File: src/rtl/rc_add_sub_seq.sv
// Multi-cycle ripple-carry adder/subtractor: CHUNK bits per clock, LSB chunk first,
// with a start/done handshake and registered Y/CO/V/ZERO results.
module rc_add_sub_seq #(
  parameter int unsigned WIDTH = 32,
  parameter int unsigned CHUNK = 8
) (
  input  logic             clk_i,
  input  logic             rst_ni,
  input  logic             start_i,
  input  logic [WIDTH-1:0] a_i,
  input  logic [WIDTH-1:0] b_i,
  input  logic             sna_i,
  output logic             busy_o,
  output logic             done_o,
  output logic [WIDTH-1:0] y_o,
  output logic             co_o,
  output logic             v_o,
  output logic             zero_o
);

  localparam int unsigned NCHUNK = WIDTH / CHUNK;
  localparam int unsigned CntW   = (NCHUNK > 1) ? $clog2(NCHUNK) : 1;
  localparam logic [CntW-1:0] LastCnt = CntW'(NCHUNK - 1);

  typedef enum logic [1:0] {StIdle, StRun, StDone} state_e;

  state_e           state_q, state_d;
  logic [WIDTH-1:0] op_a_q, op_a_d;
  logic [WIDTH-1:0] op_b_q, op_b_d;
  logic [WIDTH-1:0] work_q, work_d;
  logic [WIDTH-1:0] y_q, y_d;
  logic [CntW-1:0]  cnt_q, cnt_d;
  logic             carry_q, carry_d;
  logic             co_q, co_d;
  logic             v_q, v_d;
  logic             zero_q, zero_d;

  int unsigned      base;
  logic [CHUNK:0]   chunk_sum;

  assign base      = 32'(cnt_q) * CHUNK;
  assign chunk_sum = {1'b0, op_a_q[base +: CHUNK]} + {1'b0, op_b_q[base +: CHUNK]}
                   + {{CHUNK{1'b0}}, carry_q};

  always_comb begin
    state_d = state_q;
    op_a_d  = op_a_q;
    op_b_d  = op_b_q;
    work_d  = work_q;
    y_d     = y_q;
    cnt_d   = cnt_q;
    carry_d = carry_q;
    co_d    = co_q;
    v_d     = v_q;
    zero_d  = zero_q;
    unique case (state_q)
      StIdle, StDone: begin
        if (start_i) begin
          op_a_d  = a_i;
          // Subtraction as A + ~B + 1: invert B here, seed the carry with 1.
          op_b_d  = b_i ^ {WIDTH{sna_i}};
          carry_d = sna_i;
          cnt_d   = '0;
          state_d = StRun;
        end else begin
          state_d = StIdle;
        end
      end
      StRun: begin
        work_d[base +: CHUNK] = chunk_sum[CHUNK-1:0];
        carry_d = chunk_sum[CHUNK];
        cnt_d   = cnt_q + 1'b1;
        if (cnt_q == LastCnt) begin
          state_d = StDone;
          y_d     = work_d;
          co_d    = chunk_sum[CHUNK];
          v_d     = (op_a_q[WIDTH-1] == op_b_q[WIDTH-1]) && (work_d[WIDTH-1] != op_a_q[WIDTH-1]);
          zero_d  = (work_d == '0);
        end
      end
      default: state_d = StIdle;
    endcase
  end

  always_ff @(posedge clk_i or negedge rst_ni) begin
    if (!rst_ni) begin
      state_q <= StIdle;
      op_a_q  <= '0;
      op_b_q  <= '0;
      work_q  <= '0;
      y_q     <= '0;
      cnt_q   <= '0;
      carry_q <= 1'b0;
      co_q    <= 1'b0;
      v_q     <= 1'b0;
      zero_q  <= 1'b0;
    end else begin
      state_q <= state_d;
      op_a_q  <= op_a_d;
      op_b_q  <= op_b_d;
      work_q  <= work_d;
      y_q     <= y_d;
      cnt_q   <= cnt_d;
      carry_q <= carry_d;
      co_q    <= co_d;
      v_q     <= v_d;
      zero_q  <= zero_d;
    end
  end

  assign busy_o = (state_q == StRun);
  assign done_o = (state_q == StDone);
  assign y_o    = y_q;
  assign co_o   = co_q;
  assign v_o    = v_q;
  assign zero_o = zero_q;

endmodule

File: config.mk
export PLATFORM = sky130hd
export DESIGN_NAME = rc_add_sub_seq
export DESIGN_NICKNAME = d
export VERILOG_FILES = /design/src/rtl/rc_add_sub_seq.sv
export SDC_FILE = /design/constraint.sdc
export NUM_CORES = 1
export LEC_CHECK = 0
export BUFFER_PORTS_ARGS = -buffer_cell sky130_fd_sc_hd__buf_2
export CAP_MARGIN = 0
export CELL_PAD_IN_SITES_DETAIL_PLACEMENT = 0
export CELL_PAD_IN_SITES_GLOBAL_PLACEMENT = 1
export CORE_AREA = 2 2 132 134
export DETAILED_ROUTE_END_ITERATION = 10
export DIE_AREA = 0 0 134 136
export HOLD_SLACK_MARGIN = 0.02
export PLACE_DENSITY_LB_ADDON = 0.1
export SLEW_MARGIN = 20
export SYNTH_ARGS = -nofsm -noshare
export SYNTH_HDL_FRONTEND = slang
export SYNTH_SLANG_ARGS = --single-unit
export TNS_END_PERCENT = 100
File: constraint.sdc
create_clock -name clk_i -period 6 [get_ports clk_i]
set_input_delay 1.2 -clock clk_i [delete_from_list [all_inputs] [get_ports clk_i]]
set_output_delay 1.2 -clock clk_i [all_outputs]
set_load 0.05 [all_outputs]
# Word-level counts from Yosys, hierarchy flattened
# Cells that the tools add are included.
word_totals:
  output_inout_bits: 37
  word_cells: 42
  in_bits: 68
  register_bits: 136
op_classes:
  n_mux: 8
  bitwise: 1
  n_reduce_logical: 8
  addsub: 4
  n_eq_ne: 7
  n_shift: 4
op_table:
  columns: ["op", "n"]
  rows:
  - ["$shiftx 32x6->8", 2]
  - ["$neg 5->34", 1]
  - ["$shift 8x34->32 const A", 1]
  - ["$shiftx 8x34->32", 1]
  - ["$bwmux 32", 1]
  - ["$logic_not 32->1", 1]
  - ["$xor 32x32->32", 1]
  - ["$add 8x8->9", 1]
  - ["$add 9x1->9", 1]
  - ["$pmux 2 s2", 2]
  - ["$reduce_and 2->1", 3]
  - ["$eq 2x2->1 const B", 2]
  - ["$mux 2", 2]
  - ["$add 2x1->2 const B", 1]
  - ["$eq 2x1->1 const B", 1]
  - ["$logic_not 2->1", 1]
  - ["$mux 1", 2]
  - ["$ne 2x1->1 const B", 1]
  - ["$ne 2x2->1 const B", 1]
  - ["$pmux 1 s2", 1]
  - ["$reduce_bool 2->1", 1]
  - ["$reduce_or 2->1", 1]
  - ["$eq 1x1->1", 1]
  - ["$logic_and 1x1->1", 1]
  - ["$ne 1x1->1", 1]

# Longest topological paths before layout
# Gate-level depths: netlist of run 1.
depth:
  ltp_word: 7
  mapped_depth: 11
  depth_no_buf: 9

# Least setup slack after synthesis of run 1
# No wires, ideal clock.
synth_timing:
  path_type: "flip-flop to flip-flop"
  start: "register cnt_q[0]"
  end: "register zero_q, in the netlist zero_o"
  n_path_buf: 2
  stages_incl_launch_ff: 12
  required_ns: 5.927
  setup_ns: 0.073
  setup_slack_ns: 2.558
  arrival_time_ns: 3.369
  cell_sequence: "dfrtp_1 > buf_2 > buf_2 > mux4_2 > fa_1 > fa_1 > a211oi_1 > o21bai_1 > a21oi_2 > xnor2_2 > nor4_2 > a2bb2oi_2"
synth_via:
  elab_chain_len: 6
synth_lines:
  columns: ["element", "line", "rtl"]
  rows:
  - ["start, declared", "32", "logic [CntW-1:0] cnt_q, cnt_d;"]
  - ["start signal, assigned", "103", "cnt_q <= cnt_d;"]
  - ["$shiftx 32x6->8", "42", "assign chunk_sum = {1'b0, op_a_q[base +: CHUNK]} + {1'b0, op_b_q[base +: CHUNK]}"]
  - ["$add 8x8->9", "42", null]
  - ["$add 9x1->9", "43", "+ {{CHUNK{1'b0}}, carry_q};"]
  - ["$shiftx 8x34->32", "70", "work_d[base +: CHUNK] = chunk_sum[CHUNK-1:0];"]
  - ["$bwmux 32", "70", null]
  - ["$logic_not 32->1", "78", "zero_d = (work_d == '0);"]
  - ["end signal, assigned", "107", "zero_q <= zero_d;"]
  - ["end, declared", "36", "logic zero_q, zero_d;"]
# Parallel ways exist; a longest one is shown, timed or not.
# A chain may end at the register's enable or synchronous reset.

# Worst setup path after layout of run 1
# Same ends and word-level chain as after synthesis.

==> flow_metrics.tcl, run 1 <==
set metrics [dict create \
    drtIter0Drc 322 \
    num_vias 5086 \
    num_rows 48 \
    syn_avg_cell_area_sq_um 10.2 \
    fillers 1659 \
    setup-tns-final_ns 0 \
    final-setup-viol-count 0 \
    ys_ff_latch 136 \
    io_pins 105 \
    wl_per_cell_um 17.1 \
    synthTopCellsByArea "dfrtp_1 52%, nand2_1 8.5%, mux4_2 5.5%" \
    yosysSeqAreaShare 0.517 \
    met1_usage 0.268 \
    die_h_um 136 \
    synth_top_area_cell "dfrtp_1" \
    slowest_stage "dfrtp_1" \
    design.core.area_sq_um 16900 \
    clk_latency_ns 0.42 \
    routed_wl_mm 16.6 \
    cp_max_fo 21 \
    ys_top_cells_by_count "150 x nand2_1, 136 x dfrtp_1, 60 x nor2_1" \
    overflow 0 \
    slew_violations 0 \
    track_usage 0.195 \
    die_x_um 134 \
    cts_sinks 136 \
    synth_nets 728 \
    synth_edf_count 0 \
    clockRootBuffer "clkbuf_16" \
    top_usage_layer "met2" \
    cts_resized 0 \
    yosys_warnings 0 \
    status "finished clean" \
    arrival_ns 4.24 \
    dr.pass1.iters 5 \
    synth_top_area_frac 0.517 \
    use_met3 0.0391 \
    ctsHoldBuffers 0 \
    hpwl_mm 11.6 \
    hold_path.class "register to register" \
    synthesis.area_sq_um 6590 \
    synth_most_common_cell "nand2_1" \
    cts_max_path_buffers 2 \
    antenna_found_initial 0 \
    fin_nets 817 \
    crit_required_ns 6.31 \
    ys_types 54 \
    post-cts-setup-buffers 0 \
    vias_per_cell 5.23 \
    tritoncts "done" \
    grt_pass1_vias 5189 \
    cts_max_level 4 \
    layout_min_cycle_time_ns 3.93 \
    skew_ns 0.00657 \
    postRouteAntennaNets 0 \
    drc_errors 0 \
    crit_path_end_kind "register" \
    grt_pass1_wl_mm 27.4 \
    max_freq_ghz 0.254 \
    portBuffers 104 \
    crit_type "register to register" \
    die_area_sq_um 18200 \
    clkTransAtPathRegs_ns 0.06 \
    grtUsageMet2 0.304 \
    syn-instance-count 645 \
    layout-drive-gt1-share 0.225 \
    antenna_cells 0 \
    start_util 0.390 \
    postSynth.asyncResetShare 1.00 \
    period_share 0.656 \
    ys_dominant_reg_cell "dfrtp_1" \
    routabilityCongestion 0.796 \
    rsz0062_at_grt "no" \
    crit_path_cell_trace "mux4_2, fa_1, fa_1, xor2_1, a22oi_1, nand4_1, nor4_1, nand4_1, a2bb2oi_2" \
    syn_to_final_growth_pct 19.5 \
    numCtsBuffers 17 \
    crit_path_start_kind "register" \
    hold_viol_final 0 \
    grt_max_degree 98 \
    cpPeakStageDelay_ns 0.87 \
    slew_headroom 0.327 \
    max_cap_viol_count 0 \
    worstMarginPinSlew_ns 1.01 \
]
## path summary, 6_finish.rpt
path,from,to,slack [ns],cells past startpoint
max in group asynchronous,rst_ni,work_q[4],3.89,2
setup reg to reg,cnt_q[0],zero_o,2.07,9
hold reg to reg,y_o[16],y_o[16],0.47,2
hold / removal,y_o[16],y_o[16],0.47,2
setup / recovery,cnt_q[0],zero_o,2.07,9
min in group asynchronous,rst_ni,y_o[3],0.76,1
## cell type report
type | instances | area [sq um] | area share
clock buffer | 24 | 492 | 0.0625
inverter | 11 | 41.3 | 0.00524
tap | 225 | 282 | 0.0358
sequential | 136 | 3400 | 0.432
clock inverter | 8 | 93.8 | 0.0119
timing repair buffer | 111 | 579 | 0.0736
multi-input combinational | 457 | 2980 | 0.379
## per-layer routing
| metal | vias up | part of all wire |
|---|---|---|
| met5 | - | 0 |
| met4 | 0 | 0.020 |
| met3 | 26 | 0.046 |
| met2 | 157 | 0.47 |
| met1 | 2455 | 0.46 |
| li1 | 2448 | - |
## layout by cell type (no fill, tap or decap), drive strengths merged, types with 6 or more instances in the layout
master  Yosys  routed
buf        12     111
nor2       60      60
clkinv      0       6
inv        11      11
a221oi     25      25
dfrtp     136     136
xnor2      35      35
mux4       16      16
o21ai      53      53
a21oi       6       6
clkbuf     29      24
ha         13      13
a22o       32      32
nand2     150     150
nor3        6       6
## cells by family (layout without fill, tap and decap cells)
kind of cell,after synthesis,after routing,share of synthesized area
multiplexers,19,19,0.0593
XOR/XNOR,37,37,0.0503
flip-flops,136,136,0.517
AND/OR/NAND/NOR,248,248,0.162
buffers and inverters,52,154,0.0315
AO/OA/AOI/OAI,138,138,0.150
adder cells (fa/ha/maj),15,15,0.0308
## through the flow
| stage | utilization | hold slack (ns) | cells | setup slack [ns] | area, sq um |
|---|---|---|---|---|---|
| 2_1_floorplan | - | 0.440 | 645 | 2.56 | 6590 |
| 3_3_place_gp | 0.432 | 0.457 | 940 | 2.20 | 7290 |
| 3_5_place_dp | 0.432 | 0.462 | 940 | 2.07 | 7290 |
| 4_1_cts | 0.466 | 0.475 | 972 | 2.07 | 7870 |
| 5_1_grt | 0.466 | 0.501 | 972 | 1.81 | 7870 |
| 6_report | 0.466 | 0.471 | 972 | 2.07 | 7870 |
## worst max-delay path: cells and delay by family, from the launching register on
| family | cells | cell delay, ns |
|---|---|---|
| flops | 1 | 0.87 |
| simple gates | 3 | 0.36 |
| fa+ha+maj | 2 | 0.90 |
| mux | 1 | 0.62 |
| compound gates | 2 | 0.27 |
| xor+xnor | 1 | 0.81 |
## sequential cells by signal (all words and copies together) (netlist names)
signal,cells
zero_o,1
cnt_q,2
v_o,1
state_q,2
op_a_q,32
y_o,32
co_o,1
work_q,32
op_b_q,32
carry_q,1
Power of run 1 is left out: the tool's default activity adds up to more than one toggle a clock period on the data nets, which glitch-free logic cannot reach.
==> run 2, diff against run 1 <==
--- a/config.mk
+++ b/config.mk
@@ -5,13 +5,14 @@
 export SDC_FILE = /design/constraint.sdc
 export NUM_CORES = 1
 export LEC_CHECK = 0
+export ABC_AREA = 1
 export BUFFER_PORTS_ARGS = -buffer_cell sky130_fd_sc_hd__buf_2
 export CAP_MARGIN = 0
 export CELL_PAD_IN_SITES_DETAIL_PLACEMENT = 0
 export CELL_PAD_IN_SITES_GLOBAL_PLACEMENT = 1
-export CORE_AREA = 2 2 132 134
+export CORE_AREA = 2 2 134 136
 export DETAILED_ROUTE_END_ITERATION = 10
-export DIE_AREA = 0 0 134 136
+export DIE_AREA = 0 0 136 138
 export HOLD_SLACK_MARGIN = 0.02
 export PLACE_DENSITY_LB_ADDON = 0.1
 export SLEW_MARGIN = 20
==> constraint.sdc (replaced) <==
create_clock -name clk_i -period 3.7 [get_ports clk_i]
set_input_delay 0.74 -clock clk_i [delete_from_list [all_inputs] [get_ports clk_i]]
set_output_delay 0.74 -clock clk_i [all_outputs]
set_load 0.05 [all_outputs]
==> flow_metrics.tcl, run 2 <==
set metrics [dict create \
    r2r-start "cnt_q[0]" \
    numCtsBuffers 17 \
    worstMarginPinSlew_ns 1.03 \
    syn-instance-count 785 \
    die_h_um 138 \
    num_vias 5554 \
    irDropWorstVdd_v 0.000441 \
    post-cts-setup-buffers 0 \
    hold_viol_final 0 \
    cp_max_fo 16 \
    overflow 0 \
    grt_pass1_vias 5675 \
    ys_top_cells_by_count "191 x nand2_1, 136 x dfrtp_1, 103 x o21ai_0" \
    yosysSeqAreaShare 0.497 \
    drtIter0Drc 366 \
    status "finished clean" \
    skew_ns 0.0188 \
    hold_path.class "input pin to async pin" \
    grt_pass1_wl_mm 30.6 \
    syn_to_final_growth_pct 19.2 \
    endpoint "zero_o" \
    num_rows 49 \
    placed_area_sq_um 7560 \
    clockRootBuffer "clkbuf_16" \
    path_buf_inv 1 \
    critical-path-top-delay-family "simple AND/OR/NAND/NOR gates" \
    synth_most_common_cell "nand2_1" \
    cpMostUsedCell "nand3_1" \
    period_share 0.840 \
    crit_required_ns 4.08 \
    p_leak_nw 3.96 \
    crit_path_cell_trace "buf_4, o21ai_0, o22ai_1, fa_1, fa_1, nand2_2, nand2_1, nand3_2, nand3_1, nand4_1, nor2_1, nor2_2, nand3_1, nor2_1, nand3_1, nand2_1" \
    max_freq_ghz 0.322 \
    crit_path_start_kind "register" \
    rsz0062_at_grt "no" \
    synth_top_area_frac 0.497 \
    ys_dominant_reg_cell "dfrtp_1" \
    die_area_sq_um 18800 \
    yosys_warnings 0 \
    synth_nets 868 \
    cts_sinks 136 \
    ctsHoldBuffers 0 \
    drc_errors 0 \
    final_common_cell "nand2_1" \
    cts_max_path_buffers 2 \
    r2r_cells 16 \
    crit_type "register to register" \
    hpwl_mm 13.9 \
    ys_types 34 \
    arrival_ns 3.48 \
    wl_per_cell_um 17.3 \
    cts_max_level 4 \
    portBuffers 104 \
    ys_ff_latch 136 \
    max_cap_viol_count 0 \
    layout-drive-gt1-share 0.248 \
    track_usage 0.213 \
    clkTransAtPathRegs_ns 0.06 \
    io_pins 105 \
    tritoncts "done" \
    cts_resized 0 \
    start_util 0.390 \
    routabilityCongestion 0.907 \
    fin_nets 960 \
    reg2reg_slack_ns 0.59 \
    synthesis.area_sq_um 6850 \
    crit_path_end_kind "register" \
    slew_violations 0 \
    synthTopCellsByArea "dfrtp_1 50%, nand2_1 10%, o21ai_0 7.5%" \
    final-setup-viol-count 0 \
    power_density_nw_per_um2 1130 \
    cp_num_cells 16 \
    syn_avg_cell_area_sq_um 8.72 \
    postRouteAntennaNets 0 \
    dr.pass1.iters 5 \
    crit_start "cnt_q[0]" \
    final_cell_mix "190 x nand2_1, 136 x dfrtp_1, 103 x o21ai_0, 103 x buf_2, 65 x nor2_1" \
    die_x_um 136 \
    cpPeakStageDelay_ns 0.46 \
    routed_wl_mm 19.4 \
    slowest_stage "fa_1" \
    antenna_found_initial 1 \
    clk_latency_ns 0.43 \
    grt_max_degree 100 \
    post-route-cell-area_sq_um 8160 \
    design.core.area_sq_um 17500 \
    r2r_end "zero_o" \
    synth_top_area_cell "dfrtp_1" \
    postSynth.asyncResetShare 1.00 \
    synth_edf_count 0 \
    slew_headroom 0.314 \
    setup-tns-final_ns 0 \
    layout_min_cycle_time_ns 3.11 \
    vias_per_cell 4.96 \
]
[run 2: cell types whose count changed after synthesis, moves of 16 or more]
| cell | delta |
|---|---|
| nand2_1 | +41 |
| inv_1 | +33 |
| a221oi_1 | -24 |
| nand3_1 | +22 |
| mux2_2 | +32 |
| mux4_2 | -16 |
| o22ai_1 | +19 |
| o21ai_0 | +52 |
| a22o_1 | -32 |
[run 2: through the flow]
stage / std cells / utilization / total power, mW / worst slack, ns / hold WS (ns)
after floorplan: 785 / - / 6.04 / 0.742 / 0.444
after global placement: 1087 / 0.431 / 7.48 / 0.621 / 0.459
after detailed placement: 1087 / 0.431 / 7.53 / 0.597 / 0.461
after CTS: 1119 / 0.465 / 9.30 / 0.588 / 0.319
after global routing: 1119 / 0.465 / 9.93 / 0.350 / 0.346
final: 1120 / 0.465 / 9.26 / 0.592 / 0.286
[run 2: per-layer routing]
metal	GRT usage	routed length (um)	vias to the layer above
li1	-	-	2768
met1	0.273	8660	2637
met2	0.364	9780	128
met3	0.0396	640	21
met4	0.0647	271	0
met5	0	0	-
[run 2: logic make-up after synthesis]
family,count (synthesis),share of synthesized area
adders and majority gates,15,0.0296
muxes,32,0.0526
DFF,136,0.497
buffers and inverters,97,0.0601
and+or+nand+nor,318,0.199
xor gates and xnor gates,32,0.0409
AOI/OAI and AO/OA,155,0.121
[run 2: worst min-delay path by stage]
stage | end | cells after the start | from
after global routing | y_o[21] | 1 | rst_ni
after detailed placement | y_o[7] | 2 | y_o[7]
after floorplan | carry_q | 0 | rst_ni
after CTS | work_q[21] | 1 | rst_ni
final | work_q[21] | 1 | rst_ni
after global placement | y_o[9] | 2 | y_o[9]
[run 2: layout make-up]
type                       instances  area, sq um
clock buffer                      17          425
fill                            1765         9370
sequential                       136         3400
inverter                          56          213
multi-input combinational        552         3040
tap                              229          287
antenna                            1         2.50
timing repair buffer             114          614
clock inverter                    15          174
[run 2: where the power goes]
group	internal (mW)	switching [mW]
clock	1.06	0.684
sequential	2.12	0.365
combinational	1.54	3.48
Power figures use the tool's default switching activity.
==> run 3, diff against run 2 <==
--- a/config.mk
+++ b/config.mk
@@ -10,9 +10,9 @@
 export CAP_MARGIN = 0
 export CELL_PAD_IN_SITES_DETAIL_PLACEMENT = 0
 export CELL_PAD_IN_SITES_GLOBAL_PLACEMENT = 1
-export CORE_AREA = 2 2 134 136
+export CORE_AREA = 2 2 136 138
 export DETAILED_ROUTE_END_ITERATION = 10
-export DIE_AREA = 0 0 136 138
+export DIE_AREA = 0 0 138 140
 export HOLD_SLACK_MARGIN = 0.02
 export PLACE_DENSITY_LB_ADDON = 0.1
 export SLEW_MARGIN = 20
==> constraint.sdc (replaced) <==
create_clock -name clk_i -period 2.6 [get_ports clk_i]
set_input_delay 0.52 -clock clk_i [delete_from_list [all_inputs] [get_ports clk_i]]
set_output_delay 0.52 -clock clk_i [all_outputs]
set_load 0.05 [all_outputs]
==> flow_metrics.tcl, run 3 (synthesis results as in run 2) <==
set metrics [dict create \
    rsz0062_at_grt "yes" \
    design.core.area_sq_um 17800 \
    routed_wl_mm 19.9 \
    overflow 0 \
    grt_pass1_vias 6151 \
    status "finished with violations" \
    die_area_sq_um 19300 \
    slew_headroom 0.412 \
    num_rows 49 \
    fin_nets 1036 \
    slew_violations 0 \
    placed_area_sq_um 8140 \
    num_vias 5871 \
    clockRootBuffer "clkbuf_16" \
    hpwl_mm 14.8 \
    hold_slack_ns 0.323 \
    crit_type "register to register" \
    max_freq_ghz 0.360 \
    wl_per_cell_um 16.7 \
    crit_path_cell_trace "inv_4, o21ai_2, o22ai_2, fa_2, fa_2, nand2_2, nand2_4, nand3_4, nand2_2, nand2_4, nand4_1, o21a_1, nand2_1, nor2_1, nand3_1, nand2_1" \
    die_h_um 140 \
    crit_required_ns 2.91 \
    worstMarginPinSlew_ns 0.881 \
    clk_latency_ns 0.43 \
    numCtsBuffers 17 \
    layout-drive-gt1-share 0.385 \
    hold_path.class "input pin to register" \
    final-setup-viol-count 6 \
    final_common_cell "nand2_1" \
    max_cap_viol_count 0 \
    skew_ns 0.0115 \
    crit_path_end_kind "register" \
    cp_max_fo 7 \
    clkTransAtPathRegs_ns 0.06 \
    track_usage 0.212 \
    post-route-worst-setup-slack_ns -0.181 \
    routabilityCongestion 0.945 \
    layout_min_cycle_time_ns 2.78 \
    cts_sinks 136 \
    violations "setup timing" \
    cts_max_path_buffers 2 \
    period_share 1.07 \
    grt_pass1_wl_mm 32.4 \
    final_cell_mix "181 x nand2_1, 134 x dfrtp_1, 103 x buf_2, 74 x o21ai_0, 71 x buf_4" \
    tritoncts "done" \
    io_pins 105 \
    slowest_stage "dfrtp_2" \
    crit_path_start_kind "register" \
    postRouteAntennaNets 0 \
    drtIter0Drc 317 \
    post-route-cell-area_sq_um 9260 \
    antenna_found_initial 0 \
    start_util 0.385 \
    portBuffers 104 \
    antenna_cells 0 \
    arrival_ns 3.09 \
    dr.pass1.iters 5 \
    cts_max_level 4 \
    syn_to_final_growth_pct 35.2 \
    hold_viol_final 0 \
    die_x_um 138 \
    drc_errors 0 \
    grt_max_degree 71 \
    vias_per_cell 4.91 \
    cpPeakStageDelay_ns 0.44 \
]
run 3: worst max-delay path, delay by kind of cell, from the launching register on:
kind            cells  cell delay, ns
buf+inv             1            0.08
fa+ha+maj           2            0.82
compound gates      3            0.49
simple gates       10            0.82
flops               1            0.44
run 3: area by class of cell:
cell class | count | area, sq um
Sequential cell | 136 | 3410
Fill cell | 1725 | 8520
Clock buffer | 20 | 437
Clock inverter | 12 | 143
Multi-Input combinational cell | 552 | 3500
Tap cell | 229 | 287
Inverter | 56 | 213
Timing Repair Buffer | 190 | 1280
run 3: timing repair:
| action | CTS | global route |
|---|---|---|
| pin swaps | 24 | 35 |
| hold buffers | 1 | 0 |
| setup endpoints to repair | 36 | 49 |
| cloned | 0 | 1 |
| resized for setup | 26 | 97 |
| buffers inserted | 4 | 3 |
| endpoints found under the hold margin | 35 | 0 |
run 3: metrics by stage:
step	setup slack (ns)	util	cells	setup TNS [ns]
after floorplan	-0.186	-	785	-0.201
after global placement	-0.159	0.458	1155	-0.538
after detailed placement	-0.264	0.458	1155	-2.46
after CTS	-0.168	0.498	1192	-0.345
after global routing	-0.347	0.521	1195	-2.43
final	-0.181	0.521	1195	-0.574
run 3: worst paths after layout:
path,cells past startpoint,start,slack [ns],end
worst max-delay path,16,cnt_q[0],-0.18,zero_o
worst min-delay path,2,a_i[14],0.32,op_a_q[14]
max in group asynchronous,3,rst_ni,1.30,op_a_q[29]
worst max register to register,16,cnt_q[0],-0.18,zero_o
min in group asynchronous,2,rst_ni,0.57,y_o[3]
worst min register to register,2,y_o[17],0.47,y_o[17]
run 3: per-layer routing:
layer | up-vias | track usage | share of wire
li1 | 2928 | - | -
met1 | 2821 | 0.261 | 0.43
met2 | 103 | 0.380 | 0.53
met3 | 19 | 0.0424 | 0.030
met4 | 0 | 0.0612 | 0.016
met5 | - | 0 | 0
Power of run 3 is left out for the same reason.
